## config.mk

```make
export PLATFORM = sky130hd
export DESIGN_NAME = axi_cdc_drain_ctrl
export DESIGN_NICKNAME = d
export VERILOG_FILES = /design/src/rtl/axi_cdc_ctrl_pkg.sv /design/src/rtl/axi_txn_counter.sv /design/src/rtl/axi_cdc_drain_ctrl.sv
export SDC_FILE = /design/constraint.sdc
export NUM_CORES = 1
export LEC_CHECK = 0
export CAP_MARGIN = 15
export CORE_ASPECT_RATIO = 0.75
export CORE_MARGIN = 5
export CORE_UTILIZATION = 51
export DETAILED_ROUTE_END_ITERATION = 16
export HOLD_SLACK_MARGIN = 0.03
export PLACE_DENSITY = 0.84
export SLEW_MARGIN = 20
export SYNTH_ARGS = -nofsm -noshare
export SYNTH_HDL_FRONTEND = slang
export SYNTH_SLANG_ARGS = --single-unit
```

## constraint.sdc

```tcl
create_clock -name src_clk_i -period 4.24 [get_ports src_clk_i]
set_input_delay 1.06 -clock src_clk_i [delete_from_list [all_inputs] [get_ports src_clk_i]]
set_output_delay 1.06 -clock src_clk_i [all_outputs]
set_load 0.02 [all_outputs]
```

## src/rtl/axi_cdc_ctrl_pkg.sv

```systemverilog
// Shared types for the AXI CDC drain/isolate controller.
package axi_cdc_ctrl_pkg;

   typedef enum logic [1:0] {
      RUN      = 2'd0,
      DRAIN    = 2'd1,
      ISOLATED = 2'd2
   } drain_state_e;

endpackage

```

## src/rtl/axi_txn_counter.sv

```systemverilog
// Outstanding-transaction counter: saturates at MAX, flags a decrement at zero.
module axi_txn_counter #(
   parameter int unsigned MAX = 8,
   localparam int unsigned CntW = $clog2(MAX + 1)
) (
   input  logic            clk_i,
   input  logic            rst_ni,
   input  logic            inc_i,
   input  logic            dec_i,
   output logic [CntW-1:0] cnt_o,
   output logic            full_o,
   output logic            empty_o,
   output logic            underflow_o
);

   localparam logic [CntW-1:0] MaxCnt = CntW'(MAX);

   logic [CntW-1:0] cnt_q, cnt_d;

   always_comb begin
      cnt_d       = cnt_q;
      underflow_o = 1'b0;
      if (inc_i && !dec_i) begin
         if (cnt_q != MaxCnt) cnt_d = cnt_q + 1'b1;
      end else if (dec_i && !inc_i) begin
         if (cnt_q == '0) underflow_o = 1'b1;
         else             cnt_d       = cnt_q - 1'b1;
      end
   end

   always_ff @(posedge clk_i or negedge rst_ni) begin
      if (!rst_ni) cnt_q <= '0;
      else         cnt_q <= cnt_d;
   end

   assign cnt_o   = cnt_q;
   assign full_o  = (cnt_q == MaxCnt);
   assign empty_o = (cnt_q == '0);

endmodule

```

## src/rtl/axi_cdc_drain_ctrl.sv

```systemverilog
// Source-side AXI CDC controller: limits outstanding AW/AR transactions and
// drains/isolates the crossing on request. Only AW/AR handshakes are gated.
module axi_cdc_drain_ctrl
   import axi_cdc_ctrl_pkg::*;
#(
   parameter int unsigned MAX_W_TXNS = 8,
   parameter int unsigned MAX_R_TXNS = 8
) (
   input  logic                                src_clk_i,
   input  logic                                src_rst_ni,
   input  logic                                isolate_req_i,
   output logic                                isolated_o,
   input  logic                                slv_aw_valid_i,
   output logic                                slv_aw_ready_o,
   output logic                                mst_aw_valid_o,
   input  logic                                mst_aw_ready_i,
   input  logic                                slv_ar_valid_i,
   output logic                                slv_ar_ready_o,
   output logic                                mst_ar_valid_o,
   input  logic                                mst_ar_ready_i,
   input  logic                                b_valid_i,
   input  logic                                b_ready_i,
   input  logic                                r_valid_i,
   input  logic                                r_ready_i,
   input  logic                                r_last_i,
   output logic [$clog2(MAX_W_TXNS+1)-1:0]     w_outstanding_o,
   output logic [$clog2(MAX_R_TXNS+1)-1:0]     r_outstanding_o,
   output logic                                cnt_err_o
);

   drain_state_e state_q, state_d;
   logic aw_hold_q, aw_hold_d;
   logic ar_hold_q, ar_hold_d;
   logic cnt_err_q, cnt_err_d;

   logic w_full, w_empty, w_uflow;
   logic r_full, r_empty, r_uflow;
   logic aw_pass, ar_pass;
   logic aw_hs, ar_hs, b_hs, r_hs, r_last_hs;

   // A held valid keeps passing regardless of state or limit so it is never retracted.
   assign aw_pass = ((state_q == RUN) && !w_full) || aw_hold_q;
   assign ar_pass = ((state_q == RUN) && !r_full) || ar_hold_q;

   assign mst_aw_valid_o = aw_pass & slv_aw_valid_i;
   assign slv_aw_ready_o = aw_pass & mst_aw_ready_i;
   assign mst_ar_valid_o = ar_pass & slv_ar_valid_i;
   assign slv_ar_ready_o = ar_pass & mst_ar_ready_i;

   assign aw_hs     = mst_aw_valid_o & mst_aw_ready_i;
   assign ar_hs     = mst_ar_valid_o & mst_ar_ready_i;
   assign b_hs      = b_valid_i & b_ready_i;
   assign r_hs      = r_valid_i & r_ready_i;
   assign r_last_hs = r_hs & r_last_i;

   axi_txn_counter #(.MAX(MAX_W_TXNS)) u_w_cnt (
      .clk_i       (src_clk_i),
      .rst_ni      (src_rst_ni),
      .inc_i       (aw_hs),
      .dec_i       (b_hs),
      .cnt_o       (w_outstanding_o),
      .full_o      (w_full),
      .empty_o     (w_empty),
      .underflow_o (w_uflow)
   );

   axi_txn_counter #(.MAX(MAX_R_TXNS)) u_r_cnt (
      .clk_i       (src_clk_i),
      .rst_ni      (src_rst_ni),
      .inc_i       (ar_hs),
      .dec_i       (r_last_hs),
      .cnt_o       (r_outstanding_o),
      .full_o      (r_full),
      .empty_o     (r_empty),
      .underflow_o (r_uflow)
   );

   always_comb begin
      aw_hold_d = (aw_hold_q | (mst_aw_valid_o & ~mst_aw_ready_i)) & ~aw_hs;
      ar_hold_d = (ar_hold_q | (mst_ar_valid_o & ~mst_ar_ready_i)) & ~ar_hs;
      cnt_err_d = cnt_err_q | w_uflow | r_uflow;
   end

   always_comb begin
      state_d = state_q;
      unique case (state_q)
         RUN: if (isolate_req_i) state_d = DRAIN;
         DRAIN: begin
            if (!isolate_req_i) begin
               state_d = RUN;
            end else if (w_empty && r_empty && !aw_hold_q && !ar_hold_q &&
                         !(aw_hs || ar_hs || b_hs || r_hs)) begin
               state_d = ISOLATED;
            end
         end
         ISOLATED: if (!isolate_req_i) state_d = RUN;
         default: state_d = RUN;
      endcase
   end

   always_ff @(posedge src_clk_i or negedge src_rst_ni) begin
      if (!src_rst_ni) begin
         state_q   <= RUN;
         aw_hold_q <= 1'b0;
         ar_hold_q <= 1'b0;
         cnt_err_q <= 1'b0;
      end else begin
         state_q   <= state_d;
         aw_hold_q <= aw_hold_d;
         ar_hold_q <= ar_hold_d;
         cnt_err_q <= cnt_err_d;
      end
   end

   assign isolated_o = (state_q == ISOLATED);
   assign cnt_err_o  = cnt_err_q;

endmodule

```

**Word level (Yosys, flattened, before mapping)**

Cells that the tools add are included.

- Word-level logic and storage cells: 95
- Input port bits: 12
- Output and inout bits: 14
- Register bits after elaboration: 13

- Equality and inequality tests: 13
- Bitwise logic cells: 21
- $add $sub $neg: 4
- Reduce and logical (&&, ||, !) cells: 32
- Mux-type cells: 19

Operators with widths:

| cell | number |
|---|---|
| $mux 4 | 8 |
| $and 1x1->1 | 13 |
| $logic_and 1x1->1 | 10 |
| $logic_not 1->1 | 9 |
| $reduce_and 3->1 | 3 |
| $add 4x1->4 const B | 2 |
| $eq 4x4->1 const B | 2 |
| $logic_not 4->1 | 2 |
| $mux 2 | 4 |
| $ne 2x2->1 const B | 4 |
| $ne 4x4->1 const B | 2 |
| $sub 4x1->4 const B | 2 |
| $mux 1 | 6 |
| $pmux 2 s3 | 1 |
| $logic_or 1x1->1 | 5 |
| $ne 2x1->1 const B | 2 |
| $not 1->1 | 4 |
| $or 1x1->1 | 4 |
| $reduce_bool 2->1 | 2 |
| $ne 3x3->1 const B | 1 |
| $eq 2x1->1 const B | 1 |
| $eq 2x2->1 const B | 1 |
| $logic_not 2->1 | 1 |

**Longest topological paths before layout**

Gate-level depths: netlist of run 1.

- Depth after elaboration: 14
- Gate-level depth with buffers: 11
- Gate-level depth less buffers: 11

**Modules after synthesis**

Synthesis of run 1 repeated with hierarchy kept, for this count alone.

- Cells, all modules: 88
- Area total of the unflattened synthesis: 938.4 sq um

Modules (own cells, without submodules):

| module | instances | cells an instance | seq. area each (sq um) | area each (sq um) |
|---|---|---|---|---|
| axi_txn_counter | 2 | 28 | 100.1 | 322.8 |
| axi_cdc_drain_ctrl | 1 | 32 | 125.1 | 292.8 |

**Least setup slack after synthesis of run 1**

Ideal clock, no wire load.

- Path type: input to register
- Start: input port r_last_i
- End: register u_r_cnt.cnt_q[3], in the netlist u_r_cnt.cnt_o[3]
- Data required time: 4.120 ns
- Slack: 1.199 ns
- Library setup time: 0.120 ns
- Buffers on the path: 0
- Stages: 8
- Arrival: 2.921 ns
- Cells stage by stage: and3_1 > nor3_1 > o21ai_0 > ha_1 > a21o_1 > a21o_1 > a221o_1 > and4_1

- Longest elaborated chain between the ends: 5
- Elaborated cells on any way between the ends: 9
- Classes of those cells: 2 x eq/ne; 1 x mux; 1 x bitwise; 5 x reduce/logical

RTL lines:

| item | RTL line | RTL |
|---|---|---|
| start: declaration | axi_cdc_drain_ctrl.sv:25 | `input logic r_last_i,` |
| $and 1x1->1 * | axi_cdc_drain_ctrl.sv:54 | `assign r_last_hs = r_hs & r_last_i;` |
| $logic_not 1->1 | axi_txn_counter.sv:23 | `if (inc_i && !dec_i) begin` |
| $logic_and 1x1->1 | axi_txn_counter.sv:23 |  |
| $ne 2x2->1 (no source line), or another cell as far along | -- |  |
| $reduce_and 3->1 (no source line) | -- |  |
| end signal: assignment | axi_txn_counter.sv:33 | `else cnt_q <= cnt_d;` |
| end: declaration | axi_txn_counter.sv:18 | `logic [CntW-1:0] cnt_q, cnt_d;` |

Mark *: on every way between the ends. The rest lies on a longest branch, timed or not.
A chain may end at the register's enable or synchronous reset.

**Worst setup path after layout of run 1**

- Start: input port slv_ar_valid_i
- End: register u_r_cnt.cnt_q[3], in the netlist u_r_cnt.cnt_o[3]

- Longest elaborated chain between the ends: 6
- Elaborated cells on any way between the ends: 10
- Classes of those cells: 2 x eq/ne; 1 x mux; 2 x bitwise; 5 x reduce/logical

RTL lines:

| item | RTL line | RTL |
|---|---|---|
| start: declaration | axi_cdc_drain_ctrl.sv:17 | `input logic slv_ar_valid_i,` |
| $and 1x1->1 * | axi_cdc_drain_ctrl.sv:47 | `assign mst_ar_valid_o = ar_pass & slv_ar_valid_i;` |
| $and 1x1->1 * | axi_cdc_drain_ctrl.sv:51 | `assign ar_hs = mst_ar_valid_o & mst_ar_ready_i;` |
| $logic_not 1->1 | axi_txn_counter.sv:25 | `end else if (dec_i && !inc_i) begin` |
| $logic_and 1x1->1 | axi_txn_counter.sv:25 |  |
| $reduce_bool 2->1 (no source line) | -- |  |
| $reduce_and 3->1 (no source line) | -- |  |

Marks and branches as above.

==> results.sh, run 1 <==
export IMPL_status="complete, no violations"
export IMPL_die_y_um=47.5
export IMPL_cts_buffer_depth=2
export IMPL_nets=150
export IMPL_grt_pass1_wl_um=4040
export IMPL_async_flop_share=1.00
export IMPL_htree_levels=1
export IMPL_timing_rr_end="u_w_cnt.cnt_o[3]"
export IMPL_reg2regPathDepth=11
export IMPL_synth_edff_count=0
export IMPL_synth_distinct_cells=45
export IMPL_cts_hold_buf=0
export IMPL_syn2layout_area_growth_pct=31.7
export IMPL_finalClockSkew_ps=11.4
export IMPL_wl_per_cell_um=15.8
export IMPL_final_setup_viol_count=0
export IMPL_grt_pass1_vias=884
export IMPL_diodes=0
export IMPL_vias_per_cell=5.99
export IMPL_routed_top_layer="met4"
export IMPL_grt_overflow=0
export IMPL_met3_length_um=189
export IMPL_period_share=0.821
export IMPL_cts_sinks=13
export IMPL_syn_area_um2=958
export IMPL_initialDrtViolationCount=33
export IMPL_leakage_nw=0.510
export IMPL_instances_no_fill=151
export IMPL_synthTopCellsByArea="dfrtp_1 (34%), ha_1 (7.8%), fa_1 (4.2%), a21o_1 (3.1%), nand2_1 (2.7%)"
export IMPL_clk_latency_ps=290
export IMPL_hold_path_class="flip-flop to flip-flop"
export IMPL_avgSynthCellArea_um2=9.58
export IMPL_rsz0062_at_grt="no"
export IMPL_cts_root_buf="clkbuf_4"
export IMPL_cts_tree="built"
export IMPL_power_per_cell_area_mw_per_mm2=635
export IMPL_fillers=155
export IMPL_multiInputGateArea_um2=622
export IMPL_synthesis_nets=120
export IMPL_yosys_area_top_type="dfrtp_1"
export IMPL_ir_drop_v=0.000359
export IMPL_grt_max_degree=14
export IMPL_final_area_mm2=0.00126
export IMPL_drive_gt1_frac=0.101
export IMPL_relSlewSlack=0.597
export IMPL_criticalPathCategory="input pin to flip-flop"
export IMPL_hp_start="cnt_err_o"
export IMPL_wl_met2_um=990
export IMPL_hpwlAfterDp_um=1880
export IMPL_worst_slew_pin_transition_ps=602
export IMPL_end_kind="flip-flop"
export IMPL_utilization=0.719
export IMPL_dp_cells=147
export IMPL_seq_area_um2=325
export IMPL_core_mm2=0.00176
export IMPL_cts_resized=0
export IMPL_path_clk_slew_ps=90
export IMPL_io_pins=26
export IMPL_die_x_um=60.1
export IMPL_timing_max_cap_violations=0
export IMPL_drc=0
export IMPL_routabilityCongestion=0.861
export IMPL_wl_met1_um=1200
export IMPL_num_vias=905
export IMPL_antenna_found_initial=0
export IMPL_critPathRequiredTime_ps=4470
export IMPL_io_buffer_count=25
export IMPL_drt_total_wl_um=2390
export IMPL_hold_depth=2
export IMPL_fmax_mhz=287
export IMPL_arrival_ps=3720
export IMPL_hold_viol_final=0
export IMPL_synthTopCellsByCount="dfrtp_1 (13), nand2_1 (7), nor2_1 (7)"
export IMPL_critical_path_max_fanout=5
export IMPL_synth_top_area_frac=0.339
export IMPL_reg2reg_from="u_w_cnt.cnt_o[0]"
export IMPL_row_count=13
export IMPL_synth_ff_type="dfrtp_1"
export IMPL_die_area_mm2=0.00286
export IMPL_placed_cell_area_mm2=0.00124
export IMPL_synth_seq_cells=13
export IMPL_start_util=0.546
export IMPL_cts_made_buffers=3
export IMPL_netlist_instances=100
export IMPL_fin_crit_ps=3480
export IMPL_grt_use_total=0.194
export IMPL_detail_route_antenna_nets=0
export IMPL_cts_setup_buffers=0
export IMPL_yosysMostFrequentCell="dfrtp_1"
export IMPL_crit_path_start_kind="input pin"
export IMPL_yosysWarningCount=0
export IMPL_hold_ws_ps=502
export IMPL_hold_end="cnt_err_o"
export IMPL_synth_seq_area_share=0.339
export IMPL_rrSetupSlack_ps=1340
export IMPL_finalMaxSlewViolations=0
export IMPL_drt_pass1_iterations=4
export IMPL_fin_setup_tns_ps=0
## worst max path at each step
| stage | cells past startpoint | start | slack, ps | endpoint |
|---|---|---|---|---|
| final | 9 | slv_ar_valid_i | 760 | u_r_cnt.cnt_o[3] |
| after global routing | 9 | slv_ar_valid_i | 480 | u_r_cnt.cnt_o[3] |
| after global placement | 9 | slv_ar_valid_i | 580 | u_r_cnt.cnt_o[3] |
| after floorplan | 8 | r_last_i | 1200 | u_r_cnt.cnt_o[3] |
| after CTS | 9 | slv_ar_valid_i | 790 | u_r_cnt.cnt_o[3] |
| after detailed placement | 9 | slv_ar_valid_i | 510 | u_r_cnt.cnt_o[3] |
## power breakdown
group | switching [mW] | internal, mW | total [mW]
registers | 0.0839 | 0.171 | 0.255
logic | 0.226 | 0.239 | 0.466
clock network | 0.0444 | 0.0366 | 0.0810
## layer usage
layer	vias up	track usage
met3	5	0.0647
met2	32	0.287
li1	442	-
met4	0	0.0398
met5	-	0
met1	426	0.278
## cell usage in the layout, fill, tap and decap left out, drive strengths merged, types with 2 or more instances in the layout
cell type / n
clkdlybuf4s50: 25
dfrtp: 13
nand2: 7
nor2: 7
ha: 6
a21oi: 6
nor2b: 4
a21o: 4
o21ai: 4
clkbuf: 4
inv: 3
nor3: 3
and2b: 2
nor4: 2
a31oi: 2
nand3: 2
a32o: 2
nand2b: 2
xnor2: 2
nand4: 2
nand4b: 2
fa: 2
or2: 2
## worst max-delay path: stages
cell and delay, ps:
clkdlybuf4s50_1 510, nand2_1 140, nor3_1 380, o21ai_0 290, ha_1 350, a21o_1 190, a2111oi_0 410, a221o_1 210
and4_1 180
## cell families (layout without fill, tap and decap cells)
kind of cell,after synthesis,count (layout),synth area share
adders and majority gates,8,8,0.120
muxes,1,1,0.0117
AOI/OAI and AO/OA,31,31,0.239
DFF,13,13,0.339
and+or+nand+nor,41,41,0.251
buffers and inverters,3,32,0.0117
xor gates and xnor gates,3,3,0.0274
## area by class of cell
cell class | count | area share
clock buffers | 4 | 0.0208
inverters | 3 | 0.00892
multi-input cells | 84 | 0.493
flip-flops and latches | 13 | 0.258
well taps | 22 | 0.0218
repair buffers | 25 | 0.198
## stage by stage
stage	worst slack, ps	total power, mW
floorplan	1200	0.542
global placement	582	0.703
detailed placement	507	0.720
CTS	794	0.802
global route	481	0.858
finish	758	0.802
No activity file was read; power rests on OpenSTA's default activity.
==> run 2, diff against run 1 <==
Settings changed: CORE_UTILIZATION 51 to 42, PLACE_DENSITY 0.84 to 0.74.
Clock period 4.24 ns to 3.05 ns, I/O delays scaled along.
==> run 2 against run 1 <==
- setup slack worse by 600 ps
- clock-buffer cell count down 1
- sequential power up 27%
- final area up 9.1%
- highest routed layer unchanged
- critical path depth unchanged
==> results.sh, run 2 (synthesized netlist as in run 1, its figures left out) <==
export IMPL_grt_pass1_wl_um=4130
export IMPL_leakage_nw=0.606
export IMPL_diodes=0
export IMPL_power_per_cell_area_mw_per_mm2=848
export IMPL_io_pins=26
export IMPL_hold_path_class="flip-flop to flip-flop"
export IMPL_cts_made_buffers=3
export IMPL_antenna_found_initial=0
export IMPL_num_vias=1002
export IMPL_worst_slew_pin_transition_ps=579
export IMPL_criticalPathCategory="input pin to flip-flop"
export IMPL_critPathRequiredTime_ps=3260
export IMPL_wl_per_cell_um=15.1
export IMPL_grt_use_total=0.160
export IMPL_critical_path_max_fanout=3
export IMPL_grt_max_degree=14
export IMPL_die_area_mm2=0.00335
export IMPL_htree_levels=1
export IMPL_preCtsSetupSlack_ps=-57.5
export IMPL_finalMaxSlewViolations=0
export IMPL_core_mm2=0.00223
export IMPL_timing_max_cap_violations=0
export IMPL_period_share=0.948
export IMPL_nets=164
export IMPL_hpwlAfterDp_um=2070
export IMPL_initialDrtViolationCount=46
export IMPL_layout_commonest_cell="clkdlybuf4s50_1"
export IMPL_cts_tree="built"
export IMPL_die_x_um=65.2
export IMPL_detail_route_antenna_nets=0
export IMPL_cts_root_buf="clkbuf_4"
export IMPL_start_util=0.429
export IMPL_cts_hold_buf=0
export IMPL_grt_overflow=0
export IMPL_finalClockSkew_ps=8.02
export IMPL_syn2layout_area_growth_pct=43.7
export IMPL_rrSetupSlack_ps=280
export IMPL_io_buffer_count=25
export IMPL_end_kind="flip-flop"
export IMPL_final_area_mm2=0.00138
export IMPL_hold_ws_ps=529
export IMPL_cts_setup_buffers=0
export IMPL_relSlewSlack=0.613
export IMPL_clk_latency_ps=270
export IMPL_drive_gt1_frac=0.196
export IMPL_status="complete, no violations"
export IMPL_drt_total_wl_um=2530
export IMPL_die_y_um=51.4
export IMPL_cts_buffer_depth=2
export IMPL_arrival_ps=3100
export IMPL_fin_ws_ps=159
export IMPL_ir_drop_v=0.000311
export IMPL_vias_per_cell=5.96
export IMPL_final_cell_mix="clkdlybuf4s50_1 (23), buf_4 (14), dfrtp_1 (13)"
export IMPL_crit_path_start_kind="input pin"
export IMPL_drt_pass1_iterations=4
export IMPL_final_setup_viol_count=0
export IMPL_routabilityCongestion=0.887
export IMPL_fmax_mhz=346
export IMPL_row_count=15
export IMPL_cts_sinks=13
export IMPL_drc=0
export IMPL_hold_viol_final=0
export IMPL_fin_crit_ps=2890
export IMPL_path_clk_slew_ps=80
export IMPL_utilization=0.617
export IMPL_rsz0062_at_grt="no"
export IMPL_placed_cell_area_mm2=0.00135
export IMPL_grt_pass1_vias=925
## run 2: worst paths after layout
kind,startpoint,end,cells after the start
worst max-delay path,r_valid_i,u_r_cnt.cnt_o[3],9
worst min-delay path,cnt_err_o,cnt_err_o,2
worst max register to register,u_w_cnt.cnt_o[2],u_w_cnt.cnt_o[3],11
worst min register to register,cnt_err_o,cnt_err_o,2
max in group asynchronous,src_rst_ni,state_q[1],1
min in group asynchronous,src_rst_ni,async pin,1
## run 2: final cells by class
class | count | area (µm²)
Fill cell | 194 | 856
Multi-Input combinational cell | 84 | 622
Timing Repair Buffer | 39 | 360
Sequential cell | 13 | 325
Tap cell | 25 | 31.3
Clock buffer | 3 | 22.5
Inverter | 3 | 11.3
Clock inverter | 1 | 5.00
## run 2: repair_timing
item | 4_1_cts | 5_1_grt
gates resized for setup | 0 | 2
hold endpoints to repair | 0 | 0
setup endpoints to repair | 0 | 2
## run 2: critical path, stage by stage
cell	delay (ps)
clkdlybuf4s50_1	430
and3_1	190
nor3_1	180
o21ai_0	160
ha_1	300
a21o_1	190
a2111oi_0	470
a221o_1	230
and4_1	190
## run 2: through the flow
step                setup TNS (ps)  total power, mW  instances
floorplan                        0            0.753        100
global placement                 0             1.03        164
detailed placement           -57.5             1.06        164
CTS                              0             1.17        168
global route                     0             1.25        168
finish                           0             1.17        168
## run 2: metal layers
layer	GRT usage	wire, µm
met1	0.222	1210
met2	0.252	1100
met3	0.0132	180
met4	0.0724	38
met5	0	0
## run 2: report_power, final
group          switching (mW)  internal [mW]  leakage (nW)
Combinational           0.367          0.375         0.432
Clock                  0.0538         0.0485        0.0177
Sequential             0.0842          0.238         0.156
==> run 3, diff against run 2 <==
Settings changed: CAP_MARGIN 15 to unset, CTS_BUF_LIST set to sky130_fd_sc_hd__clkbuf_8 sky130_fd_sc_hd__clkbuf_16.
==> run 3 against run 2 <==
- critical path depth shrank 5
- hold slack lost 5.6 ps
- first-iteration DRC count shrank 20%
- combinational power is essentially flat
- wire length grew 1.6%
- fmax shrank 2.5%
- global-route usage grew 0.25 points
- non-clock buffer count is the same
- cell count is the same
- die area is the same
- clock power grew 47%
- total power grew 4.5%
- critical endpoint is now mst_ar_valid_o
- largest power group unchanged
==> results.sh, run 3 (synthesized netlist as in run 1, its figures left out) <==
export IMPL_utilization=0.623
export IMPL_swShare=0.422
export IMPL_cts_resized=0
export IMPL_placed_cell_area_mm2=0.00135
export IMPL_grt_max_degree=14
export IMPL_criticalPathCategory="flip-flop to output port"
export IMPL_fin_crit_ps=2970
export IMPL_final_area_mm2=0.00139
export IMPL_fmax_mhz=337
export IMPL_hp_start="cnt_err_o"
export IMPL_vias_per_cell=5.82
export IMPL_final_cell_mix="clkdlybuf4s50_1 (25), buf_4 (14), dfrtp_1 (13)"
export IMPL_die_y_um=51.4
export IMPL_grt_use_total=0.162
export IMPL_worst_slew_pin_transition_ps=569
export IMPL_p_int_uw=705
export IMPL_syn2layout_area_growth_pct=45.2
export IMPL_arrival_ps=2200
export IMPL_core_mm2=0.00223
export IMPL_reg2reg_from="u_w_cnt.cnt_o[2]"
export IMPL_finalMaxSlewViolations=0
export IMPL_p_sw_uw=515
export IMPL_period_share=0.972
export IMPL_rsz0062_at_grt="no"
export IMPL_die_x_um=65.2
export IMPL_cts_tree="built"
export IMPL_io_pins=26
export IMPL_antenna_found_initial=0
export IMPL_crit_path_start_kind="flip-flop"
export IMPL_hold_path_class="flip-flop to flip-flop"
export IMPL_power_per_cell_area_mw_per_mm2=877
export IMPL_htree_levels=1
export IMPL_cts_sinks=13
export IMPL_critPathLaunch="u_r_cnt.cnt_o[2]"
export IMPL_timing_max_cap_violations=0
export IMPL_cts_setup_buffers=0
export IMPL_relSlewSlack=0.620
export IMPL_routabilityCongestion=0.887
export IMPL_end_kind="output port"
export IMPL_hold_viol_final=0
export IMPL_status="complete, no violations"
export IMPL_num_vias=978
export IMPL_nets=164
export IMPL_wl_per_cell_um=15.3
export IMPL_drive_gt1_frac=0.196
export IMPL_finalClockSkew_ps=7.30
export IMPL_hold_ws_ps=524
export IMPL_start_util=0.429
export IMPL_final_setup_viol_count=0
export IMPL_leakage_nw=0.589
export IMPL_drt_total_wl_um=2570
export IMPL_row_count=15
export IMPL_clockPowerShare=0.123
export IMPL_io_buffer_count=25
export IMPL_path_clk_slew_ps=60
export IMPL_initialDrtViolationCount=37
export IMPL_grt_overflow=0
export IMPL_drt_pass1_iterations=4
export IMPL_cts_hold_buf=0
export IMPL_diodes=0
export IMPL_cts_buffer_depth=2
export IMPL_cts_root_buf="clkbuf_8"
export IMPL_combPwrFrac=0.611
export IMPL_critical_path_max_fanout=6
export IMPL_seqPwrFrac=0.266
export IMPL_ir_drop_v=0.000311
export IMPL_grt_pass1_vias=941
export IMPL_cts_made_buffers=3
export IMPL_drc=0
export IMPL_grt_pass1_wl_um=4230
export IMPL_detail_route_antenna_nets=0
export IMPL_layout_commonest_cell="clkdlybuf4s50_1"
export IMPL_clk_latency_ps=240
export IMPL_hpwlAfterDp_um=2070
export IMPL_critPathRequiredTime_ps=2290
export IMPL_die_area_mm2=0.00335
run 3: cell count changes in the layout (fill, tap and decap cells not counted), sizes merged:
cell / previous run / this run
dlymetal6s2s: 2 / 0
clkdlybuf4s50: 23 / 25
run 3: final timing paths:
check | end | slack, ps | cells after the start
worst max-delay path | mst_ar_valid_o | 80 | 4
worst min-delay path | cnt_err_o | 520 | 2
worst max register to register | u_w_cnt.cnt_o[3] | 240 | 11
worst min register to register | cnt_err_o | 520 | 2
max in group asynchronous | state_q[1] | 1790 | 1
min in group asynchronous | u_w_cnt.cnt_o[2] | 890 | 1
run 3: power groups by stage:
stage               sequential, mW  combinational (mW)  clock [mW]
global placement             0.320               0.709           0
detailed placement           0.325               0.735           0
floorplan                    0.403               0.351           0
finish                       0.324               0.746       0.150
global route                 0.337               0.813       0.159
CTS                          0.323               0.744       0.154
run 3: cell type report:
class	instances	area, µm²
Multi-Input combinational cell	84	622
Timing Repair Buffer	39	355
Fill cell	199	842
Sequential cell	13	325
Clock inverter	1	5.00
Inverter	3	11.3
Tap cell	25	31.3
Clock buffer	3	41.3
run 3: routing by layer:
metal  up-vias  share of wire  global-route usage
li1        473              -                   -
met2        31           0.44               0.252
met1       470           0.49               0.229
met4         0          0.010              0.0655
met5         -              0                   0
met3         4          0.054              0.0176
run 3: critical path, stage by stage (launching register included):
cell and delay, ps:
dfrtp_1 440, or4b_4 540, a21oi_2 220, and2b_2 240, clkdlybuf4s50_1 530
run 3: metrics by stage:
stage / setup slack [ps] / setup TNS (ps) / total power [mW] / instances
finish: 84.3 / 0 / 1.22 / 168
global route: 9.17 / 0 / 1.31 / 168
CTS: 83.8 / 0 / 1.22 / 168
detailed placement: -57.5 / -57.5 / 1.06 / 164
global placement: 73.2 / 0 / 1.03 / 164
floorplan: 306 / 0 / 0.753 / 100
